`src/rtl/btn_color_sel.sv`:
```
// Button conditioner for the RGB LED path: synchronise, debounce and edge-detect
// raw push-buttons, then latch a sticky one-hot colour selection (red > green > blue).
module btn_color_sel #(
  parameter int unsigned N_BTN     = 3,
  parameter int unsigned DB_CYCLES = 1000000,
  parameter int unsigned DB_CNT_W  = 20,
  parameter int unsigned RESET_SEL = 2
) (
  input  logic             clk,
  input  logic             i_reset,
  input  logic [N_BTN-1:0] i_btn_raw,
  output logic [N_BTN-1:0] o_btn_sel,
  output logic [N_BTN-1:0] o_btn_db,
  output logic [N_BTN-1:0] o_press,
  output logic             o_sel_change
);

  localparam logic [DB_CNT_W-1:0] CNT_LAST  = DB_CNT_W'(DB_CYCLES - 1);
  localparam logic [N_BTN-1:0]    SEL_RESET = N_BTN'(1) << RESET_SEL;

  logic [N_BTN-1:0]               sync1;
  logic [N_BTN-1:0]               sync2;
  logic [N_BTN-1:0][DB_CNT_W-1:0] cnt;
  logic [N_BTN-1:0][DB_CNT_W-1:0] cnt_next;
  logic [N_BTN-1:0]               db_next;
  logic [N_BTN-1:0]               sel_next;

  // Per-bit debounce: count while synced level differs, accept on the last count.
  always_comb begin
    cnt_next = '0;
    db_next  = o_btn_db;
    for (int i = 0; i < N_BTN; i++) begin
      if (sync2[i] != o_btn_db[i]) begin
        if (cnt[i] == CNT_LAST) begin
          db_next[i] = sync2[i];
        end else begin
          cnt_next[i] = cnt[i] + DB_CNT_W'(1);
        end
      end
    end
  end

  // Highest pressed index wins; no press keeps the current selection.
  always_comb begin
    sel_next = o_btn_sel;
    for (int i = 0; i < N_BTN; i++) begin
      if (o_press[i]) begin
        sel_next    = '0;
        sel_next[i] = 1'b1;
      end
    end
  end

  always_ff @(posedge clk or posedge i_reset) begin
    if (i_reset) begin
      sync1        <= '0;
      sync2        <= '0;
      cnt          <= '0;
      o_btn_db     <= '0;
      o_press      <= '0;
      o_btn_sel    <= SEL_RESET;
      o_sel_change <= 1'b0;
    end else begin
      sync1        <= i_btn_raw;
      sync2        <= sync1;
      cnt          <= cnt_next;
      o_btn_db     <= db_next;
      o_press      <= db_next & ~o_btn_db;
      o_btn_sel    <= sel_next;
      o_sel_change <= (sel_next != o_btn_sel);
    end
  end

endmodule

```
`config.mk`:
```
export PLATFORM = sky130hd
export DESIGN_NAME = btn_color_sel
export DESIGN_NICKNAME = d
export VERILOG_FILES = /design/src/rtl/btn_color_sel.sv
export SDC_FILE = /design/constraint.sdc
export NUM_CORES = 1
export LEC_CHECK = 0
export CAP_MARGIN = 25
export CORE_ASPECT_RATIO = 0.7
export CORE_UTILIZATION = 50
export CTS_CLUSTER_DIAMETER = 50
export DETAILED_ROUTE_END_ITERATION = 12
export PLACE_DENSITY = 0.72
export SETUP_SLACK_MARGIN = 0.2
export SLEW_MARGIN = 20
export SYNTH_ARGS = -nofsm -noshare
export SYNTH_HDL_FRONTEND = slang
export SYNTH_SLANG_ARGS = --single-unit
```
`constraint.sdc`:
```
create_clock -name clk -period 2.69 [get_ports clk]
set_input_delay 0.4035 -clock clk [delete_from_list [all_inputs] [get_ports clk]]
set_output_delay 0.4035 -clock clk [all_outputs]
set_load 0.05 [all_outputs]
```
==> results of run 1 <==
==> synthesized netlist by cell type (3+ instances only) <==
| library cell | count |
|---|---|
| a21oi_1 | 17 |
| and2_1 | 3 |
| and3_1 | 4 |
| buf_2 | 5 |
| clkbuf_1 | 6 |
| dfrtp_1 | 75 |
| ha_1 | 3 |
| inv_1 | 9 |
| mux2_2 | 3 |
| nand2_1 | 30 |
| nand3_1 | 13 |
| nand3b_1 | 3 |
| nand4_1 | 16 |
| nor2_1 | 48 |
| nor3_1 | 9 |
| nor4_1 | 12 |
| o21ai_0 | 15 |
| o31ai_1 | 4 |
| or3_1 | 8 |
| or4_1 | 12 |
| xnor2_1 | 21 |
| xor2_1 | 18 |
==> worst reg2reg max path, cell delays in order (launching register included) <==
cell	delay [ps]
dfrtp_1	450
nand4_1	350
or4_1	710
or3_1	350
a21oi_1	160
==> flip-flops by register name, indices dropped and copies added, names as in the netlist <==
name	count
o_btn_db	3
o_btn_sel	3
o_press	3
sync1	3
o_sel_change	1
cnt	60
sync2	3
==> cell usage in the layout, fill, tap and decap left out, types with 3 or more instances in the layout <==
| cell | n |
|---|---|
| a21oi_1 | 17 |
| inv_1 | 8 |
| clkdlybuf4s50_1 | 14 |
| dfrtp_1 | 75 |
| and2_1 | 3 |
| mux2_2 | 3 |
| xor2_1 | 18 |
| o31ai_1 | 3 |
| nor4_1 | 12 |
| or4_1 | 12 |
| nand3_1 | 13 |
| bufinv_16 | 3 |
| nand4_1 | 16 |
| ha_1 | 3 |
| nor2_1 | 48 |
| clkbuf_8 | 9 |
| nor3_1 | 9 |
| o21ai_0 | 15 |
| and3_1 | 4 |
| nand2_1 | 30 |
| or3_1 | 8 |
| xnor2_1 | 21 |
| nand3b_1 | 3 |
==> cell families (layout without fill, tap and decap cells) <==
group                    after synthesis  after routing  synth area share, %
adder cells (fa/ha/maj)                3              3                 1.05
buffers and inverters                 20             41                 2.27
AO/OA/AOI/OAI                         46             46                 7.77
XOR/XNOR                              39             39                 9.56
multiplexers                           3              3                0.945
flip-flops                            76             76                 53.2
AND/OR/NAND/NOR                      171            171                 25.2
==> through the flow <==
stage / power [W] / setup slack (ps)
global route: 0.00239 / 428
floorplan: 0.00124 / 350
CTS: 0.00233 / 528
detailed placement: 0.00127 / 634
finish: 0.00231 / 551
global placement: 0.00127 / 653
==> routing by layer <==
layer	wire [um]	vias up
li1	-	1302
met1	3460	1259
met2	2990	43
met3	285	8
met4	77	0
met5	0	-
==> power groups by stage <==
| stage | combinational, W | sequential (W) | clock [W] |
|---|---|---|---|
| detailed placement | 0.0000754 | 0.00120 | 0 |
| floorplan | 0.0000521 | 0.00119 | 0 |
| global placement | 0.0000743 | 0.00119 | 0 |
| global route | 0.0000871 | 0.00118 | 0.00112 |
| finish | 0.0000739 | 0.00117 | 0.00106 |
| CTS | 0.0000758 | 0.00117 | 0.00108 |
==> how the worst max path moves through the flow <==
stage / startpoint / to / slack [ps]
2_1_floorplan: i_reset / cnt[0] / 350
3_3_place_gp: cnt[33] / cnt[24] / 650
3_5_place_dp: cnt[33] / cnt[25] / 630
4_1_cts: o_btn_sel[2] / o_btn_sel[2] / 530
5_1_grt: cnt[32] / cnt[34] / 430
6_report: o_btn_sel[2] / o_btn_sel[2] / 550
==> layout make-up <==
| type | count | area (um2) |
|---|---|---|
| Sequential cell | 76 | 1900 |
| Clock inverter | 7 | 124 |
| Inverter | 9 | 33.8 |
| Multi-Input combinational cell | 262 | 1600 |
| Timing Repair Buffer | 16 | 168 |
| Fill cell | 589 | 2750 |
| Clock buffer | 9 | 124 |
| Tap cell | 94 | 118 |
==> impl_metrics.tcl, run 1 <==
set metrics [dict create \
    critical_path_peak_fanout 5 \
    initial_core_util_pct 52.4 \
    stdcell_area_um2 4070 \
    worstMarginPinSlew_ps 518 \
    hold_slack_ps 352 \
    whs_endpoint "sync2[1]" \
    drcViolationCount 0 \
    gr-total-overflow 0 \
    wl_per_cell_um 14.4 \
    dp_hpwl_um 4600 \
    maxSlewViolCount 0 \
    cts-resized-gates 0 \
    syn_area_um2 3570 \
    fin_nets 382 \
    leakage_nw 1.62 \
    seq_area_frac_synth_pct 53.2 \
    clockPowerShare_pct 46.0 \
    rr_endpoint "cnt[13]" \
    path_clk_slew_ps 80 \
    postSynthCellCount 358 \
    whs_path_depth 0 \
    drv_cap 0 \
    fin_cells 473 \
    dp.cells 457 \
    power_switching_w 0.000506 \
    drive_above_1_share_pct 8.44 \
    grt-busiest-layer "met1" \
    cts_tree "yes" \
    antenna_found_initial 0 \
    cp.required_ps 2290 \
    n_antenna_cell 0 \
    final_util_pct 59.6 \
    die_w_um 103 \
    gp_congestion 0.777 \
    slew_headroom_pct 65.1 \
    cts_made_buffers 9 \
    cts_setup_buffers 0 \
    synth.net_count 366 \
    dpl_cell_area_um2 3820 \
    num_io_pins 15 \
    grt_use_met1_pct 30.5 \
    final-setup-viol-count 0 \
    finalHoldViolations 0 \
    synthDistinctLibCells 41 \
    port_buffers 14 \
    ys.flop_type "dfrtp_1" \
    grt_pass1_wl_um 11900 \
    drtIter0Drc 177 \
    vdd_ir_drop_max_mv 0.369 \
    drtAntennaViolNets 0 \
    grt_util_all_layers_pct 20.9 \
    core_um2 6820 \
    clock_latency_ps 350 \
    ctsLongestPathBuffers 2 \
    rrSetupSlack_ps 600 \
    hold_path.class "reg -> reg" \
    netlist_top_cells_area "dfrtp_1, xnor2_1, nor2_1" \
    critPathTopFamily "buffers and inverters" \
    cts-htree-levels 3 \
    crit_buf_inv 1 \
    synth_top_area_cell "dfrtp_1" \
    crit_cells 1 \
    p_int_w 0.00180 \
    tns_ps 0 \
    clock-sinks 76 \
    clockRootBuffer "clkbuf_8" \
    dr.pass1.iters 4 \
    crit_slowest_cell "clkdlybuf4s50_1" \
    synth.avg_cell_area_um2 9.99 \
    power.density_nw_per_um2 568 \
    hold_start "sync1[1]" \
    end_kind "primary output" \
    use_met3_pct 6.32 \
    seqPwrFrac_pct 50.8 \
    grt_pass1_vias 2560 \
    area_growth_pct 13.7 \
    p_comb_share_pct 3.2 \
    synth-seq-cells 76 \
    arrival_ps 1740 \
    die_h_um 72.7 \
    post-route-period-util_pct 79.5 \
    r2r_cells 4 \
    grtUsageMet2_pct 29.8 \
    grt_max_degree 77 \
    drt_wl_total_um 6820 \
    period_needed_ps 2140 \
    crit_chain "clkdlybuf4s50_1" \
    yosys_warnings 0 \
    max_stage_delay_ps 810 \
    setup.worst_path.start_class "register" \
    row_count 25 \
    async_flop_share_pct 100 \
    status "finished clean" \
    vias 2612 \
    timing.fmax_mhz 468 \
    synth_top_area_share_pct 52.5 \
    die_area_um2 7500 \
    hold_buffers 0 \
    path_class "reg -> out" \
    r2r-start "cnt[2]" \
    clock_skew_ps 4.40 \
    synth_edf_count 0 \
    swShare_pct 21.9 \
    viasPerCell 5.52 \
    rsz0062_at_grt "no" \
]
Note: power is estimated with default switching activity, not from simulation.
==> inputs of run 2 (changes only) <==
- clock period: 2.69 -> 2.1 ns (I/O delays scaled with it)
==> impl_metrics.tcl, run 2 (same netlist as run 1, synthesis figures left out) <==
set metrics [dict create \
    initial_core_util_pct 52.4 \
    stdcell_area_um2 4340 \
    use_met3_pct 5.36 \
    swShare_pct 23.0 \
    period_needed_ps 1930 \
    area_growth_pct 21.4 \
    cts_tree "yes" \
    end_kind "register" \
    whs_path_depth 0 \
    cp.required_ps 2340 \
    fin_ws_ps 167 \
    grt-busiest-layer "met1" \
    setup.worst_path.start_class "register" \
    vdd_ir_drop_max_mv 0.386 \
    path_class "reg -> reg" \
    grt_pass1_wl_um 12100 \
    drcViolationCount 0 \
    dpl_cell_area_um2 3910 \
    grt_pass1_vias 2530 \
    arrival_ps 2170 \
    post-route-period-util_pct 92.0 \
    vias 2832 \
    p_comb_share_pct 4.4 \
    final-setup-viol-count 0 \
    power.density_nw_per_um2 631 \
    dp.cells 462 \
    die_area_um2 7500 \
    maxSlewViolCount 0 \
    slew_headroom_pct 57.8 \
    port_buffers 14 \
    drt_wl_total_um 7670 \
    r2r_cells 4 \
    gr-total-overflow 0 \
    hold_buffers 0 \
    grt_use_met1_pct 32.2 \
    tns_ps 0 \
    gp_congestion 0.815 \
    antenna_found_initial 0 \
    ctsLongestPathBuffers 2 \
    rsz0062_at_grt "yes" \
    dr.pass1.iters 5 \
    timing.fmax_mhz 517 \
    final_cell_mix "dfrtp_1, nor2_1, nand2_1" \
    hold_path.class "reg -> reg" \
    core_um2 6820 \
    drive_above_1_share_pct 17.5 \
    grt_util_all_layers_pct 21.3 \
    cts-htree-levels 3 \
    clockRootBuffer "clkbuf_8" \
    grt_max_degree 26 \
    clock-sinks 76 \
    die_w_um 103 \
    dp_hpwl_um 4820 \
    clock_latency_ps 350 \
    seqPwrFrac_pct 54.9 \
    drtAntennaViolNets 0 \
    fin_cells 494 \
    viasPerCell 5.73 \
    fin_nets 403 \
    grtUsageMet2_pct 29.3 \
    p_int_w 0.00211 \
    clock_skew_ps 11.1 \
    drtIter0Drc 154 \
    wl_per_cell_um 15.5 \
    worstMarginPinSlew_ps 632 \
    regMostFlops "cnt" \
    pre_cts_ws_ps 84.1 \
    critical_path_peak_fanout 4 \
    num_io_pins 15 \
    largest_register_ffs 60 \
    clockPowerShare_pct 40.8 \
    drv_cap 0 \
    leakage_nw 1.79 \
    layout_commonest_cell "dfrtp_1" \
    n_antenna_cell 0 \
    power_switching_w 0.000631 \
    finalHoldViolations 0 \
    die_h_um 72.7 \
    row_count 25 \
    total_power_w 0.00274 \
    status "finished clean" \
    path_clk_slew_ps 80 \
    cts_made_buffers 9 \
]
## run 2: final timing paths
kind	from	to	slack, ps
setup / recovery	cnt[12]	o_btn_db[0]	170
hold / removal	sync1[0]	sync2[0]	360
setup reg to reg	cnt[12]	o_btn_db[0]	170
hold reg to reg	sync1[0]	sync2[0]	360
max in group asynchronous	i_reset	cnt[31]	1210
min in group asynchronous	i_reset	cnt[26]	400
## run 2: power groups by stage
stage / sequential [W] / clock [W] / combinational [W]
global placement: 0.00153 / 0 / 0.000110
CTS: 0.00150 / 0.00114 / 0.000116
detailed placement: 0.00153 / 0 / 0.000112
floorplan: 0.00153 / 0 / 0.0000677
global route: 0.00151 / 0.00120 / 0.000135
finish: 0.00150 / 0.00112 / 0.000120
## run 2: layer usage
layer	share of wire [%]	wire (um)	vias to the layer above
li1	-	-	1358
met4	1.7	128	0
met3	4.7	357	14
met5	0	0	-
met1	49	3780	1382
met2	44	3400	78
## run 2: critical path, cell delays in order (launching register included)
cell	delay [ps]
dfrtp_1	420
or4_4	560
nor4_4	370
nand2_2	140
mux2_4	320
## run 2: layout make-up
class,instances,area (um2)
clock buffer,10,138
inverter,9,37.5
clock inverter,6,63.8
multi-input combinational,265,1740
fill,570,2480
tap,94,118
sequential,76,1910
timing repair buffer,34,337
## run 2: what timing repair did
item,4_1_cts,5_1_grt
gates resized for setup,13,21
gates cloned,0,3
setup endpoints to repair,46,53
pin swaps,0,13
buffers inserted,0,13
## run 2: per-stage QoR
step | hold WS, ps | utilization, %
floorplan | 331 | -
global placement | 334 | 57.3
detailed placement | 340 | 57.3
CTS | 364 | 60.6
global route | 364 | 63.6
finish | 359 | 63.6
==> edit, RTL diff (config.mk and constraints of run 1) <==
The parameter `N_BTN` goes from 3 to 2.
--- a/src/rtl/btn_color_sel.sv
+++ b/src/rtl/btn_color_sel.sv
@@ -1,7 +1,7 @@
 // Button conditioner for the RGB LED path: synchronise, debounce and edge-detect
 // raw push-buttons, then latch a sticky one-hot colour selection (red > green > blue).
 module btn_color_sel #(
-  parameter int unsigned N_BTN     = 3,
+  parameter int unsigned N_BTN     = 2,
   parameter int unsigned DB_CYCLES = 1000000,
   parameter int unsigned DB_CNT_W  = 20,
   parameter int unsigned RESET_SEL = 2
Ports: changed (resized i_btn_raw, o_btn_db, o_btn_sel and o_press); port bits go from 15 to 11. The function was not compared with the original's and may differ.
==> edit against run 1 <==
The flow now finishes with violations (DRC); synthesized area shrank 33%; worst hold slack gained 8.1 ps; power shrank 45%; routed wire length shrank 35%; worst setup slack gained 37 ps; sequential power shrank 33%; sequential cell count shrank 25; final area shrank 35%; critical path type is now reg -> reg.
==> edit: results (changes against run 1) <==
GRT
  • Largest net degree at the start of global routing: 52 (-32%)
  • First-pass GRT wire length: 7400 um (-38%)
  • Met2 Use GR: 23.6% (-6.2 points)
  • Vias in the first global route: 1470 (-43%)
  • Met1 usage: 32.4% (+1.9 points)
  • GRT Total Usage: 19.5% (-1.4 points)

Synthesis
  • Top cells by count, synth: dfrtp_1, nor2_1, a21oi_1
  • Mux cell area share after synthesis: 0.944% (about the same)
  • Synth area leaders: dfrtp_1, xor2_1, nor2_1, xnor2_1, nand4_1
  • Synth Area per Inst: 10.4 um^2 (+3.8%)
  • Post-Synth XOR/XNOR Area: 9.18% (-0.37 points)
  • Synth unique cells: 35 (-15%)
  • Post-synthesis sequential area ratio: 53.5% (+0.28 points)

Power
  • Max VDD drop: 243 uV (-34%)
  • Static leakage: 1.08 nW (-33%)

Worst setup path
  • Arrival time of the worst setup path: 2330 ps (+590 ps)
  • Top delay family on crit path: simple AND/OR/NAND/NOR gates
  • R2r endpoint: cnt[18]
  • Crit. Startpoint: cnt[0]
  • Slowest stage cell, crit path: or4_4
  • Worst reg-to-reg path cell count: 5 (+1)
  • CP endpoint kind: register
  • Crit path capture: cnt[18]
  • Critical path peak fanout: 4 (-1)

Outcome
  • Outcome: complete, but fails checks
  • Failing checks: DRC

Layout
  • Largest register FFs: 40 (-33%)
  • Nets: 254 (-34%)
  • Fraction of layout cells with a size suffix above 1: 8.43% (-0.0095 points)

Detailed routing
  • DRT iter0 DRCs: 166 (-6.2%)
  • Drt via density: 5.77 (+4.5%)
  • Drt first pass iters: 8 (+4)
  • Wire per inst: 14.6 um (+1.5%)
  • DRC Markers: 1 (+1)

Placed design
  • Area after DPL: 0.00257 mm^2 (-33%)
  • Cells after DPL: 296 (-35%)
  • Routability cong.: 0.798 (+2.7%)
  • Post-place setup slack: 618 ps (-15.6 ps)

Hold path
  • Hold Startpoint: sync1[0]
  • Min-Delay Endpoint: sync2[0]

Clock tree
  • CTS H-Tree Depth: 2 (-1)
  • TritonCTS Buffers: 5 (-4)
  • Clk_lat worst skew: 310 ps (-40 ps)
  • Clock Pin Slew Worst Setup and Hold Paths: 100 ps (+20 ps)
==> edit: cell types whose count changed in the layout (fill, tap and decap cells not counted), moves of 5 or more <==
| cell | run 1 | this run |
|---|---|---|
| nor4_1 | 12 | 4 |
| nor2_1 | 48 | 28 |
| nor3_1 | 9 | 4 |
| o21ai_0 | 15 | 7 |
| dfrtp_1 | 75 | 51 |
| nand2_1 | 30 | 9 |
| xnor2_1 | 21 | 11 |
==> edit: final cells by class <==
type                       instances  area (um^2)
fill                             375         1790
multi-input combinational        166         1050
tap                               55         68.8
timing repair buffer              15          138
clock buffer                       5         68.8
inverter                           9         33.8
clock inverter                     3         20.0
sequential                        51         1280
==> edit: report_power, final <==
part	internal [mW]	total, mW	switching [mW]
logic	0.0170	0.0479	0.0309
registers	0.776	0.785	0.00888
clock network	0.181	0.437	0.256
total	0.975	1.27	0.296
==> edit: routing by layer <==
layer	wire, um	part of all wire (%)
met5	0	0
met4	18	0.40
met3	232	5.2
met2	1710	38
met1	2490	56
